File: config.mk
export PLATFORM = sky130hd
export DESIGN_NAME = iobus_write_buffer
export DESIGN_NICKNAME = d
export VERILOG_FILES = /design/src/rtl/iobus_write_buffer_pkg.sv /design/src/rtl/iobus_wbuf_fifo.sv /design/src/rtl/iobus_write_buffer.sv
export SDC_FILE = /design/constraint.sdc
export NUM_CORES = 1
export LEC_CHECK = 0
export ABC_AREA = 0
export BUFFER_PORTS_ARGS = -buffer_cell sky130_fd_sc_hd__buf_2
export CORE_MARGIN = 3
export CORE_UTILIZATION = 32
export CTS_CLUSTER_SIZE = 40
export DETAILED_ROUTE_END_ITERATION = 10
export GPL_ROUTABILITY_DRIVEN = 1
export PLACE_DENSITY = 0.48
export SKIP_CTS_REPAIR_TIMING = 1
export SLEW_MARGIN = 20
export SYNTH_ARGS = -nofsm -noshare
export SYNTH_HDL_FRONTEND = slang
export SYNTH_SLANG_ARGS = --single-unit
File: constraint.sdc
create_clock -name io_clk -period 3.37 [get_ports io_clk]
set_input_delay 0.1685 -clock io_clk [delete_from_list [all_inputs] [get_ports io_clk]]
set_output_delay 0.1685 -clock io_clk [all_outputs]
set_load 0.01 [all_outputs]
File: src/rtl/iobus_write_buffer_pkg.sv
// Shared types and constants for the IO bus write buffer: drain FSM encoding
// and the width of one buffered write entry {address, byte enables, data}.
package iobus_write_buffer_pkg;

    localparam int DATA_W         = 32;
    localparam int BE_W           = 4;
    localparam int DEFAULT_ADDR_W = 25;
    localparam int ENTRY_W        = DEFAULT_ADDR_W + BE_W + DATA_W;

    typedef enum logic [2:0] {
        IDLE    = 3'd0,
        W_ISSUE = 3'd1,
        W_WAIT  = 3'd2,
        R_ISSUE = 3'd3,
        R_WAIT  = 3'd4,
        R_RESP  = 3'd5
    } drainState_e;

    function automatic int entryWidth(input int addrW);
        return addrW + BE_W + DATA_W;
    endfunction

endpackage

File: src/rtl/iobus_wbuf_fifo.sv
// Synchronous power-of-two FIFO holding posted writes; push is ignored when
// full, pop is ignored when empty, and the head entry is always visible.
module iobus_wbuf_fifo
    import iobus_write_buffer_pkg::*;
#(
    parameter int DEPTH = 4,
    parameter int WIDTH = ENTRY_W
) (
    input  logic                     clk_i,
    input  logic                     rst_ni,
    input  logic                     push_i,
    input  logic [WIDTH-1:0]         pushData_i,
    input  logic                     pop_i,
    output logic [WIDTH-1:0]         head_o,
    output logic                     full_o,
    output logic                     empty_o,
    output logic [$clog2(DEPTH):0]   level_o
);

    localparam int PTR_W = $clog2(DEPTH);

    logic [WIDTH-1:0] mem_q [DEPTH];
    logic [PTR_W-1:0] wrPtr_q;
    logic [PTR_W-1:0] rdPtr_q;
    logic [PTR_W:0]   count_q;
    logic             doPush;
    logic             doPop;

    assign full_o  = (count_q == (PTR_W+1)'(DEPTH));
    assign empty_o = (count_q == '0);
    assign doPush  = push_i && !full_o;
    assign doPop   = pop_i && !empty_o;
    assign head_o  = mem_q[rdPtr_q];
    assign level_o = count_q;

    always_ff @(posedge clk_i) begin
        if (!rst_ni) begin
            wrPtr_q <= '0;
            rdPtr_q <= '0;
            count_q <= '0;
        end else begin
            if (doPush) wrPtr_q <= wrPtr_q + PTR_W'(1);
            if (doPop)  rdPtr_q <= rdPtr_q + PTR_W'(1);
            case ({doPush, doPop})
                2'b10:   count_q <= count_q + (PTR_W+1)'(1);
                2'b01:   count_q <= count_q - (PTR_W+1)'(1);
                default: count_q <= count_q;
            endcase
        end
    end

    // Storage needs no reset: only entries between the pointers are ever read.
    always_ff @(posedge clk_i) begin
        if (doPush) mem_q[wrPtr_q] <= pushData_i;
    end

endmodule

File: src/rtl/iobus_write_buffer.sv
// Posted-write buffer between the MCS IO bus and a slower downstream bus.
// Writes are acknowledged as soon as they are queued; reads wait for the queue to drain.
module iobus_write_buffer
    import iobus_write_buffer_pkg::*;
#(
    parameter int DEPTH  = 4,
    parameter int ADDR_W = 25
) (
    input  logic                    io_clk,
    input  logic                    io_rst_n,
    input  logic                    io_addr_strobe,
    input  logic                    io_read_strobe,
    input  logic                    io_write_strobe,
    input  logic [31:0]             io_address,
    input  logic [3:0]              io_byte_enable,
    input  logic [31:0]             io_write_data,
    output logic [31:0]             io_read_data,
    output logic                    io_ready,
    output logic                    m_addr_strobe,
    output logic                    m_read_strobe,
    output logic                    m_write_strobe,
    output logic [ADDR_W-1:0]       m_address,
    output logic [3:0]              m_byte_enable,
    output logic [31:0]             m_write_data,
    input  logic [31:0]             m_read_data,
    input  logic                    m_ready,
    output logic [$clog2(DEPTH):0]  wbuf_level
);

    localparam int EntryW = entryWidth(ADDR_W);

    drainState_e        state_q, state_d;
    logic               busy_q, pendWrite_q, pendRead_q, wAck_q;
    logic [ADDR_W-1:0]  pendAddr_q, mAddr_q;
    logic [3:0]         pendBe_q, mBe_q;
    logic [31:0]        pendData_q, mData_q, rdData_q;
    logic               accept, acceptWrite, acceptRead;
    logic               push, pop, fifoFull, fifoEmpty, startWrite, startRead;
    logic [EntryW-1:0]  pushEntry, headEntry;
    logic               unusedAddrBits;

    assign unusedAddrBits = ^io_address[31:ADDR_W];

    // A new request may start in the same cycle the previous one completes.
    assign accept      = io_addr_strobe && (!busy_q || io_ready) && (io_read_strobe || io_write_strobe);
    assign acceptWrite = accept && io_write_strobe;
    assign acceptRead  = accept && io_read_strobe && !io_write_strobe;

    assign push      = (acceptWrite || pendWrite_q) && !fifoFull;
    assign pushEntry = pendWrite_q ? {pendAddr_q, pendBe_q, pendData_q}
                                   : {io_address[ADDR_W-1:0], io_byte_enable, io_write_data};
    assign pop        = (state_q == W_WAIT) && m_ready;
    assign startWrite = (state_q == IDLE) && !fifoEmpty;
    assign startRead  = (state_q == IDLE) && fifoEmpty && pendRead_q;

    iobus_wbuf_fifo #(
        .DEPTH (DEPTH),
        .WIDTH (EntryW)
    ) u_fifo (
        .clk_i      (io_clk),
        .rst_ni     (io_rst_n),
        .push_i     (push),
        .pushData_i (pushEntry),
        .pop_i      (pop),
        .head_o     (headEntry),
        .full_o     (fifoFull),
        .empty_o    (fifoEmpty),
        .level_o    (wbuf_level)
    );

    always_ff @(posedge io_clk) begin
        if (!io_rst_n) begin
            busy_q      <= 1'b0;
            pendWrite_q <= 1'b0;
            pendRead_q  <= 1'b0;
            wAck_q      <= 1'b0;
            pendAddr_q  <= '0;
            pendBe_q    <= '0;
            pendData_q  <= '0;
        end else begin
            wAck_q <= push;
            if (accept) begin
                busy_q     <= 1'b1;
                pendAddr_q <= io_address[ADDR_W-1:0];
                pendBe_q   <= io_byte_enable;
                pendData_q <= io_write_data;
            end else if (io_ready) begin
                busy_q <= 1'b0;
            end
            if (acceptWrite && fifoFull) pendWrite_q <= 1'b1;
            else if (push)               pendWrite_q <= 1'b0;
            if (acceptRead)              pendRead_q <= 1'b1;
            else if (startRead)          pendRead_q <= 1'b0;
        end
    end

    always_comb begin
        state_d = state_q;
        case (state_q)
            IDLE: begin
                if (!fifoEmpty)      state_d = W_ISSUE;
                else if (pendRead_q) state_d = R_ISSUE;
            end
            W_ISSUE: state_d = W_WAIT;
            W_WAIT:  if (m_ready) state_d = IDLE;
            R_ISSUE: state_d = R_WAIT;
            R_WAIT:  if (m_ready) state_d = R_RESP;
            R_RESP:  state_d = IDLE;
            default: state_d = IDLE;
        endcase
    end

    // Downstream address/enables/data are loaded on entry to an issue state and then held.
    always_ff @(posedge io_clk) begin
        if (!io_rst_n) begin
            state_q  <= IDLE;
            mAddr_q  <= '0;
            mBe_q    <= '0;
            mData_q  <= '0;
            rdData_q <= '0;
        end else begin
            state_q <= state_d;
            if (startWrite) begin
                {mAddr_q, mBe_q, mData_q} <= headEntry;
            end else if (startRead) begin
                mAddr_q <= pendAddr_q;
                mBe_q   <= pendBe_q;
            end
            if ((state_q == R_WAIT) && m_ready) rdData_q <= m_read_data;
        end
    end

    assign m_addr_strobe  = (state_q == W_ISSUE) || (state_q == R_ISSUE);
    assign m_write_strobe = (state_q == W_ISSUE);
    assign m_read_strobe  = (state_q == R_ISSUE);
    assign m_address      = mAddr_q;
    assign m_byte_enable  = mBe_q;
    assign m_write_data   = mData_q;
    assign io_ready       = wAck_q || (state_q == R_RESP);
    assign io_read_data   = (state_q == R_RESP) ? rdData_q : 32'h0;

endmodule

### Word level (Yosys, flattened, before mapping)

Memories as Yosys holds them, arrays and structs flattened. A register that Yosys moved wholly into a read port is not among the register bits.
Index checks and enable logic that the tools add are counted.
W data, S select, Z words.

* memory bits (writable): 244
* memories: 1
* flip-flop bits (word level): 168
* word-level logic and storage cells: 84

Memories
* u_fifo.mem_q: depth 4, width 61, rd ports 1, clocked after memory_dff 1, wr ports 1, line iobus_wbuf_fifo.sv:22 `logic [WIDTH-1:0] mem_q [DEPTH];`

* reduce and logical (&&, ||, !) cells: 31
* equal/unequal tests: 11
* add/sub/neg operators: 4
* mux-type cells: 22

Operator list (count)
* $mux W61: 1
* $mux W25: 2
* $mux W32: 1
* $pmux W3 S5: 1
* $logic_and A1 B1 Y1: 14
* $mux W3: 4
* $reduce_bool A2 Y1: 5
* $eq A3 B3 Y1 const B: 3
* $mux W1: 8
* $mux W4: 2
* $eq A3 B2 Y1 const B: 2
* $logic_not A3 Y1: 2
* $pmux W3 S2: 1
* $logic_or A1 B1 Y1: 5
* $add A2 B1 Y2 const B: 2
* $logic_not A1 Y1: 4
* $mux W2: 2
* $ne A2 B2 Y1 const B: 2
* $add A3 B1 Y3 const B: 1
* $eq A3 B1 Y1 const B: 1
* $ne A3 B3 Y1 const B: 1
* $reduce_and A3 Y1: 1
* $sub A3 B1 Y3 const B: 1
* $eq A2 B1 Y1 const B: 1
* $eq A2 B2 Y1 const B: 1

### Logic depth before layout (Yosys ltp)

Gate-level depths: netlist of the first run.

* depth after elaboration: 11
* depth in mapped cells: 9
* gate-level depth less buffers: 8

### Hierarchy

From an unflattened synthesis of the first run, not the netlist that was laid out.

* cell total of the unflattened synthesis: 1231
* area total of the unflattened synthesis: 16943.8 µm²

Modules (own cells, without submodules)
* iobus_wbuf_fifo: cells an instance 373, area each 9360.2 µm², sequential area each 7507.2 µm², times used 1
* iobus_write_buffer: cells an instance 858, area each 7583.5 µm², sequential area each 3223.1 µm², times used 1

### Worst setup path after synthesis of the first run

Ideal clock, no wire load.

* path type: flip-flop to flip-flop
* start point: reg u_fifo.count_q[0], in the netlist u_fifo.level_o[0]
* end point: mem u_fifo.mem_q[2][0] (netlist name), enable pin
* setup time: 0.425 ns
* path buffers: 0
* arrival time: 2.550 ns
* stages on the path, launching flop included: 4
* path slack: 0.395 ns
* cells stage by stage: dfxtp_1 nor3b_1 a211oi_2 and2_1

* word-level cells in the longest chain between the ends: 6

Ends and longest elaborated chain
* start: declaration: line iobus_wbuf_fifo.sv:25 `logic [PTR_W:0] count_q;`
* start signal: assignment: line iobus_wbuf_fifo.sv:45 `2'b10: count_q <= count_q + (PTR_W+1)'(1);`
* start signal: assignment: line iobus_wbuf_fifo.sv:46 `2'b01: count_q <= count_q - (PTR_W+1)'(1);`
* start signal: assignment: line iobus_wbuf_fifo.sv:47 `default: count_q <= count_q;`
* $eq A3 B3 Y1 *: line iobus_wbuf_fifo.sv:29 `assign full_o = (count_q == (PTR_W+1)'(DEPTH));`
* $logic_not A1 Y1 *: line iobus_wbuf_fifo.sv:31, iobus_write_buffer.sv:49
* $logic_and A1 B1 Y1: line iobus_write_buffer.sv:49 `assign push = (acceptWrite || pendWrite_q) && !fifoFull;`
* $logic_and A1 B1 Y1 *: line iobus_wbuf_fifo.sv:31 `assign doPush = push_i && !full_o;`
* $mux W1 *: line iobus_wbuf_fifo.sv:54 `if (doPush) mem_q[wrPtr_q] <= pushData_i;`
* $mux W1 (not written as such) *: line iobus_wbuf_fifo.sv:54
* end: declaration: line iobus_wbuf_fifo.sv:22

Mark *: on every way between the ends. The rest lies on a longest branch, timed or not.

### Final worst setup path of the first run

* start point: reg state_q[2]
* end point: reg u_fifo.count_q[2], in the netlist u_fifo.level_o[2]

* word-level cells in the longest chain between the ends: 11
* elaborated cells on any way between the ends: 16
* those cells by class: eq/ne: 4; mux: 1; reduce/logical: 11

Ends and longest elaborated chain
* start: declaration: line iobus_write_buffer.sv:32 `drainState_e state_q, state_d;`
* start signal: assignment: line iobus_write_buffer.sv:122 `state_q <= state_d;`
* $eq A3 B3 Y1: line iobus_write_buffer.sv:139 `assign io_ready = wAck_q || (state_q == R_RESP);`
* $logic_or A1 B1 Y1: line iobus_write_buffer.sv:139
* $logic_or A1 B1 Y1: line iobus_write_buffer.sv:45 `assign accept = io_addr_strobe && (!busy_q || io_ready) && (io_read_strobe || io_write_strobe);`
* $logic_and A1 B1 Y1 (2 in series): line iobus_write_buffer.sv:45
* $logic_and A1 B1 Y1: line iobus_write_buffer.sv:46 `assign acceptWrite = accept && io_write_strobe;`
* $logic_or A1 B1 Y1: line iobus_write_buffer.sv:49
* $logic_and A1 B1 Y1: line iobus_write_buffer.sv:49
* $logic_and A1 B1 Y1: line iobus_wbuf_fifo.sv:31
* $eq A2 B1 Y1 or $eq A2 B2 Y1 (tied branches): line iobus_wbuf_fifo.sv:44 `case ({doPush, doPop})`
* $pmux W3 S2 or $reduce_bool A2 Y1 (tied branches)

Several ways; a longest one is shown, not always the timed one.
A chain may end at the register's enable or synchronous reset.

==> results of run 1 <==
==> layout make-up <==
class,count,share of cell area (%)
clock inverter,16,0.7474
timing repair buffer,317,10.80
multi-input combinational,674,25.39
sequential,414,52.59
clock buffer,68,6.292
inverter,3,0.05514
tap,672,4.117
==> cells by family after synthesis <==
group	count (synthesis)	synth area share, %
flops	414	65.28
simple gates	362	10.38
compound gates	175	7.110
mux	126	13.12
buf+inv	92	3.334
fa+ha+maj	6	0.5024
xor+xnor	5	0.2664
==> layout by cell type, fill, tap and decap left out, types with 5 or more instances in the layout <==
cell type and count:
edfxtp_1 244, nand2_1 198, buf_2 197, dfxtp_1 167, dlygate4sd3_1 96, o21ai_0 73
nand3_1 64, mux2_2 61, clkbuf_16 47, mux4_2 46, a21boi_1 40, and2_1 38
a21boi_0 26, nor2b_1 25, a222oi_1 20, clkbuf_1 18, buf_4 17, mux4_1 15
nor2_1 13, o22ai_1 9, clkinv_1 7, buf_12 6, ha_1 5
==> synthesized netlist by cell type (2+ instances only) <==
cell type / n / area, um^2
mux2i_1: 4 / 40.04
mux4_2: 46 / 1036
buf_2: 15 / 75.07
xnor2_1: 4 / 35.03
nand3_1: 64 / 320.3
edfxtp_1: 244 / 7327
a222oi_1: 20 / 200.2
and3_1: 3 / 18.77
a21boi_0: 26 / 195.2
nor3b_1: 3 / 22.52
o22ai_1: 9 / 56.30
nor2_1: 13 / 48.80
nor2b_1: 26 / 162.7
buf_1: 6 / 22.52
nand2_1: 198 / 743.2
inv_1: 3 / 11.26
nor3_4: 2 / 32.53
buf_8: 4 / 60.06
buf_4: 15 / 112.6
and2_1: 42 / 262.8
buf_6: 8 / 90.09
ha_1: 5 / 62.56
o21ai_0: 73 / 365.4
a21oi_1: 2 / 10.01
clkbuf_2: 2 / 10.01
nand2b_1: 3 / 18.77
mux2_2: 61 / 686.9
a21boi_1: 40 / 300.3
dfxtp_1: 170 / 3403
mux4_1: 15 / 394.1
clkbuf_1: 37 / 138.9
==> through the flow <==
step,setup slack [ns],hold WS (ns)
3_5_place_dp,0.6450,0.4065
3_3_place_gp,0.6014,0.3939
5_1_grt,0.4132,0.1179
6_report,0.6348,0.1133
4_1_cts,0.6339,-0.2080
2_1_floorplan,0.3951,0.2989
==> metal layers <==
metal | wire length, um | share of wire [%]
met5 | 0 | 0
met4 | 856 | 2.1
met3 | 1806 | 4.5
met2 | 19490 | 48
met1 | 18160 | 45
==> flip-flops by register name, indices dropped and copies added, names as in the netlist, 4 cells and up, named ones only <==
| register | cells |
|---|---|
| pendAddr_q | 25 |
| m_write_data | 32 |
| m_byte_enable | 4 |
| pendBe_q | 4 |
| rdData_q | 32 |
| u_fifo.mem_q | 244 |
| pendData_q | 32 |
| m_address | 25 |
==> path summary, 6_finish.rpt <==
kind                                      start                 to  slack, ns
worst min-delay path             io_addr_strobe             busy_q       0.11
worst max register to register       state_q[2]  u_fifo.level_o[2]       0.63
worst min register to register  m_write_data[9]    m_write_data[9]       0.45
worst max-delay path                 state_q[2]  u_fifo.level_o[2]       0.63
==> worst reg2reg max path, stage by stage, from the launching register on <==
cell,delay [ns]
dfxtp_1,0.61
nand3b_4,0.18
a211oi_2,0.51
inv_1,0.09
ha_1,0.25
fa_1,0.39
xnor2_1,0.15
or3_1,0.31
a21boi_0,0.17
==> where the power goes <==
part           switching, mW  total [mW]  internal (mW)
logic                  0.575        1.02          0.450
clock network           1.95        4.81           2.86
registers              0.115        5.67           5.55
total                   2.64        11.5           8.86
==> results.yml, run 1 <==
routing:
  detail-route-antenna-nets: 0
  via_count: 10330
  drt-wirelength-per-cell_um: 18.63
  drtIter0Drc: 637
  detail_route.first_pass.iterations: 8
  drc: 0
  wirelength_mm: 40.32
  viasPerCell: 4.773
grt:
  busiest_layer: "met2"
  grt_pass1_vias: 10020
  grtUsageMet3_pct: 2.387
  gr-usage-met1_pct: 19.46
  grt_pass1_wl_mm: 59.84
  grt-ovfl-total: 0
  grt_max_degree: 95
  use_met2_pct: 23.84
  track_usage_pct: 14.40
  antenna_found_initial: 0
finish:
  fill_cells: 4803
  finish.utilization_pct: 40.46
  final_nets: 1567
  regArea_um2: 10740
  multi_input_area_um2: 5186
  drive_gt1_share_pct: 26.94
  diodes: 0
  final_cell_area_um2: 20420
  stdcell_count: 2164
  syn_to_final_growth_pct: 24.25
placed_design:
  gp_congestion: 0.7051
  placed_area_um2: 18020
  dp_cells: 1984
  portBuffers: 198
  dp_hpwl_mm: 23.67
clock_tree:
  cts.htree.levels: 2
  cts.sinks: 414
  cts_tree: "done"
  insertion_delay_ns: 0.56
  clk_path_buf_depth: 3
  clockRootBuffer: "clkbuf_16"
  path_clk_slew_ns: 0.06
  cts_made_buffers: 45
floorplan:
  die_area_um2: 54120
  num_rows: 82
  die_h_um: 232.6
  die_w_um: 232.6
  coreArea_um2: 50480
  initial_core_util_pct: 32.56
  ios: 206
power_and_ir_drop:
  power.total_mw: 11.50
  leakagePower_nw: 7.240
  power_density_nw_per_um2: 563.2
  vdd_ir_drop_max_uv: 315.4
worst_setup_path:
  critPathBufInv: 1
  critPathMaxStageDelay_ns: 0.61
  cp-start-kind: "flop"
  crit_arrival_ns: 3.22
  crit_chain: "nand3b_4 -> a211oi_2 -> inv_1 -> ha_1 -> fa_1 -> xnor2_1 -> or3_1 -> a21boi_0"
  cp-end-kind: "flop"
  cp_max_fo: 11
  cp.required_ns: 3.85
  cpLargestDelayFamily: "compound AO/OA/AOI/OAI gates"
  cp_slowest_cell: "dfxtp_1"
  reg2regPathDepth: 8
  critPathKind: "flop to flop"
  path_depth: 8
logic_synthesis:
  async_reset_ff_share_pct: 0
  synth_edf_count: 244
  netlist_area_um2: 16440
  postSynthCellCount: 1180
  avgSynthCellArea_um2: 13.93
  synth-seq-cells: 414
  synthFlopType: "edfxtp_1"
  ys.warnings.count: 0
  ys_seq_area_share_pct: 65.28
  ys_types: 48
  syn_nets: 1292
run_status:
  status: "complete, no violations"
sta:
  rsz0062_at_grt: "no"
  timing.final.crit_share_pct: 81.16
  slew-limit-headroom_pct: 35.81
  fin_setup_tns_ns: 0
  finalHoldViolCount: 0
  final_max_slew_viol_count: 0
  finalCriticalPeriod_ns: 2.735
  worst_clock_skew_ns: 0.01168
  setup_viol: 0
  max_freq_mhz: 365.6
  worstMarginPinSlew_ns: 0.9628
hold_path:
  hold_depth: 3
  hold_path.class: "primary input to flop"
flow_run:
  maxCapViolations: 0
Power figures use the tool's default switching activity.
==> inputs of run 2 (changes only) <==
--- a/config.mk
+++ b/config.mk
@@ -12,7 +12,7 @@
 export CTS_CLUSTER_SIZE = 40
 export DETAILED_ROUTE_END_ITERATION = 10
 export GPL_ROUTABILITY_DRIVEN = 1
-export PLACE_DENSITY = 0.48
+export PLACE_DENSITY = 0.5
 export SKIP_CTS_REPAIR_TIMING = 1
 export SLEW_MARGIN = 20
 export SYNTH_ARGS = -nofsm -noshare
==> constraint.sdc (replaced) <==
create_clock -name io_clk -period 2.2 [get_ports io_clk]
set_input_delay 0.11 -clock io_clk [delete_from_list [all_inputs] [get_ports io_clk]]
set_output_delay 0.11 -clock io_clk [all_outputs]
set_load 0.01 [all_outputs]
==> results.yml, run 2 (synthesis gave the netlist of run 1 again) <==
worst_setup_path:
  critPathMaxStageDelay_ns: 0.48
  cp_slowest_cell: "nor3b_1"
  reg2regPathDepth: 8
  critPathKind: "flop to flop"
  timing.rr.end: "u_fifo.level_o[2]"
  cp-end-kind: "flop"
  crit_start: "u_fifo.level_o[2]"
  rrSetupSlack_ns: 0.11
  cp.required_ns: 2.69
  cp_max_fo: 7
  rr_startpoint: "u_fifo.level_o[2]"
  cp-start-kind: "flop"
  crit_arrival_ns: 2.57
  crit_chain: "nor3b_1 -> a211oi_4 -> inv_1 -> ha_2 -> fa_2 -> xnor2_1 -> or3_1 -> a21boi_0"
finish:
  syn_to_final_growth_pct: 26.97
  final_cell_area_um2: 20870
  mostFrequentLayoutCells: "244 x edfxtp_1, 198 x nand2_1, 197 x buf_2, 165 x dfxtp_1, 102 x dlygate4sd3_1"
  fill_cells: 4756
  largest_register_ffs: 244
  drive_gt1_share_pct: 28.68
  final_common_cell: "edfxtp_1"
  regMostFlops: "u_fifo.mem_q"
  regArea_um2: 10740
  final_nets: 1596
  stdcell_count: 2195
  multi_input_area_um2: 5202
clock_tree:
  cts_made_buffers: 45
  cts.htree.levels: 2
  cts_tree: "done"
  clockRootBuffer: "clkbuf_16"
  cts.sinks: 414
  path_clk_slew_ns: 0.06
  clk_path_buf_depth: 3
  insertion_delay_ns: 0.57
routing:
  drtIter0Drc: 738
  via_count: 10420
  viasPerCell: 4.748
  detail-route-antenna-nets: 0
  drt-wirelength-per-cell_um: 18.61
  wirelength_mm: 40.85
  detail_route.first_pass.iterations: 6
  drc: 0
sta:
  finalCriticalPeriod_ns: 2.085
  slew-limit-headroom_pct: 33.90
  fin_setup_tns_ns: 0
  setup_viol: 0
  worstMarginPinSlew_ns: 0.9915
  worst_clock_skew_ns: 0.01544
  timing.final.crit_share_pct: 94.77
  rsz0062_at_grt: "no"
  final_max_slew_viol_count: 0
  finalHoldViolCount: 0
  max_freq_mhz: 479.6
grt:
  antenna_found_initial: 2
  use_met2_pct: 23.72
  grt_max_degree: 81
  gr-usage-met1_pct: 19.74
  track_usage_pct: 14.68
  grt_pass1_wl_mm: 60.75
  grt_pass1_vias: 9999
  grt-ovfl-total: 0
  busiest_layer: "met2"
  grtUsageMet3_pct: 2.730
power_and_ir_drop:
  leakagePower_nw: 7.442
  power_density_nw_per_um2: 850.3
  vdd_ir_drop_max_uv: 461.0
  power.total_mw: 17.75
floorplan:
  die_area_um2: 54120
  initial_core_util_pct: 32.56
  die_w_um: 232.6
  ios: 206
  die_h_um: 232.6
  coreArea_um2: 50480
  num_rows: 82
placed_design:
  placed_area_um2: 18400
  gp_congestion: 0.7107
  portBuffers: 198
  dp_hpwl_mm: 25.39
  dp_cells: 2007
flow_run:
  maxCapViolations: 0
hold_path:
  hold_end: "wAck_q"
  hold_depth: 5
  hp-start: "io_write_strobe"
  hold_path.class: "primary input to flop"
run_status:
  status: "complete, no violations"
-- run 2: cell types whose count changed in the layout (fill, tap and decap cells not counted), sizes merged --
cell,change
buf,+23
dlygate4sd3,+6
clkbuf,-5
clkinv,+5
diode,+3
inv,-1
-- run 2: critical path, delay by kind of cell (launching register included) --
kind	cells	cell delay, ns
compound gates	2	0.22
buf+inv	1	0.08
simple gates	2	0.78
fa+ha+maj	2	0.39
flops	1	0.46
xor+xnor	1	0.07
-- run 2: per-layer routing --
| metal | share of wire (%) | vias up |
|---|---|---|
| li1 | - | 4976 |
| met1 | 45 | 5162 |
| met2 | 48 | 217 |
| met3 | 4.6 | 67 |
| met4 | 2.4 | 0 |
| met5 | 0 | - |
-- run 2: power breakdown --
group	switching, mW	internal, mW	leakage, nW
logic	0.929	0.761	3.14
registers	0.145	8.51	3.60
clock network	3.07	4.33	0.707
total	4.14	13.6	7.44
-- run 2: area by class of cell --
cell class              count  share of cell area [%]
flip-flops and latches    414                   51.48
repair buffers            346                   12.58
inverters                   3                 0.05396
clock inverters            20                  0.8753
diodes                      3                 0.03597
well taps                 672                   4.029
clock buffers              63                   6.013
multi-input cells         674                   24.93
-- run 2: worst max-delay path by stage --
stage | endpoint | slack, ns
global placement | u_fifo.level_o[2] | 0.14
CTS | io_read_data[12] | -0.32
detailed placement | u_fifo.level_o[2] | 0.13
floorplan | u_fifo.mem_q[0][0] | -0.02
global route | u_fifo.level_o[2] | 0.003
finish | u_fifo.level_o[2] | 0.11
-- run 2: metrics by stage --
step	setup slack, ns	hold WS [ns]	util (%)
finish	0.1150	0.06143	41.34
global route	0.002956	0.08604	41.34
CTS	-0.3167	-0.2686	39.30
detailed placement	0.1296	0.3474	36.45
floorplan	-0.01752	0.2404	-
global placement	0.1354	0.3392	36.45
==> inputs of run 3 (changes only) <==
--- a/config.mk
+++ b/config.mk
@@ -12,6 +12,7 @@
 export CTS_CLUSTER_SIZE = 40
 export DETAILED_ROUTE_END_ITERATION = 10
 export GPL_ROUTABILITY_DRIVEN = 1
+export GPL_TIMING_DRIVEN = 0
 export PLACE_DENSITY = 0.5
 export SKIP_CTS_REPAIR_TIMING = 1
 export SLEW_MARGIN = 20
==> results.yml, run 3 (synthesis gave the netlist of run 1 again) <==
run_status:
  status: "finished, violations left"
  violations: "negative setup slack"
routing:
  drt-wirelength-per-cell_um: 20.24
  via_count: 10820
  route.met3.wl_mm: 2.423
  met2RoutedLength_mm: 22.25
  viasPerCell: 4.800
  wirelength_mm: 45.62
  detail-route-antenna-nets: 0
  drc: 0
  top_layer: "met5"
  drtIter0Drc: 651
  detail_route.first_pass.iterations: 5
  met1_length_mm: 20.17
floorplan:
  num_rows: 82
  coreArea_um2: 50480
  die_area_um2: 54120
  initial_core_util_pct: 32.56
  ios: 206
  die_w_um: 232.6
  die_h_um: 232.6
sta:
  setup_viol: 36
  worst_clock_skew_ns: 0.02014
  rsz0062_at_grt: "yes"
  finalCriticalPeriod_ns: 2.341
  worstMarginPinSlew_ns: 0.9966
  worst_slack_ns: -0.1407
  finalHoldViolCount: 0
  final_max_slew_viol_count: 0
  slew-limit-headroom_pct: 33.56
  timing.final.crit_share_pct: 106.4
  max_freq_mhz: 427.2
  hold_ws_ns: 0.08458
clock_tree:
  cts.htree.levels: 2
  insertion_delay_ns: 0.59
  path_clk_slew_ns: 0.06
  cts_made_buffers: 45
  cts.sinks: 414
  cts_tree: "done"
  clockRootBuffer: "clkbuf_16"
  clk_path_buf_depth: 3
placed_design:
  dp_hpwl_mm: 29.42
  portBuffers: 197
  gp_congestion: 0.7434
  dp_slack_ns: -0.2685
power_and_ir_drop:
  power.total_mw: 17.91
  leakagePower_nw: 7.561
  power_density_nw_per_um2: 853.1
  vdd_ir_drop_max_uv: 550.5
grt:
  grt_pass1_wl_mm: 65.21
  grt_max_degree: 36
  grt-ovfl-total: 0
  antenna_found_initial: 3
  grt_pass1_vias: 10360
  track_usage_pct: 16.09
worst_setup_path:
  crit_arrival_ns: 2.85
  critPathKind: "flop to flop"
  cp-start-kind: "flop"
  cp-end-kind: "flop"
  cp.required_ns: 2.71
  cp_max_fo: 8
finish:
  largest_register_ffs: 244
  regMostFlops: "u_fifo.mem_q"
  syn_to_final_growth_pct: 27.75
  mostFrequentLayoutCells: "244 x edfxtp_1, 211 x buf_2, 198 x nand2_1, 166 x dfxtp_1, 97 x dlygate4sd3_1"
  drive_gt1_share_pct: 29.24
  final_nets: 1657
  final_common_cell: "edfxtp_1"
  finish.utilization_pct: 41.60
hold_path:
  hold_path.class: "primary input to flop"
flow_run:
  maxCapViolations: 0
[run 3: cell count changes in the layout (fill, tap and decap cells not counted), sizes merged]
cell | before | now
clkinvlp | 1 | 0
inv | 3 | 6
diode | 3 | 2
and2 | 42 | 45
buf | 244 | 266
clkinv | 16 | 13
clkbuf | 63 | 104
dlygate4sd3 | 102 | 97
[run 3: final timing paths]
path	start	end	slack [ns]	depth (start not counted)
min reg2reg	m_write_data[9]	m_write_data[9]	0.45	2
min	io_rst_n	m_address[22]	0.08	4
max reg2reg	state_q[1]	u_fifo.level_o[2]	-0.14	9
max	state_q[1]	u_fifo.level_o[2]	-0.14	9
[run 3: metrics by stage]
stage | setup TNS, ns | cell area [um^2] | cells
CTS | -29.00 | 19810 | 2135
global route | -6.485 | 21000 | 2253
detailed placement | -28.40 | 18380 | 2053
floorplan | -4.275 | 16460 | 1180
finish | -1.810 | 21000 | 2254
global placement | -237.50 | 18280 | 2049
[run 3: layout make-up]
type | count | area [um^2]
buffer | 89 | 549.3
timing repair buffer | 315 | 2185
clock buffer | 63 | 1244
tap | 672 | 840.8
fill | 4756 | 29480
inverter | 3 | 11.26
antenna | 2 | 5.005
sequential | 414 | 10740
multi-input combinational | 677 | 5238
clock inverter | 19 | 191.4
[run 3: routing by layer]
metal	up-vias	global-route usage, %
met5	-	0
li1	5114	-
met1	5416	20.93
met3	58	4.322
met2	229	26.73
met4	2	3.945
[run 3: critical path: stages, from the launching register on]
cell      delay, ns
dfxtp_2        0.31
buf_6          0.13
nand3b_4       0.18
a211oi_4       0.43
inv_2          0.09
ha_4           0.19
fa_2           0.38
xnor2_2        0.14
or3_1          0.30
a21boi_1       0.12
[run 3: where the power goes]
part           switching, mW  internal (mW)
combinational           1.01          0.804
clock                   3.12           4.32
sequential             0.149           8.51
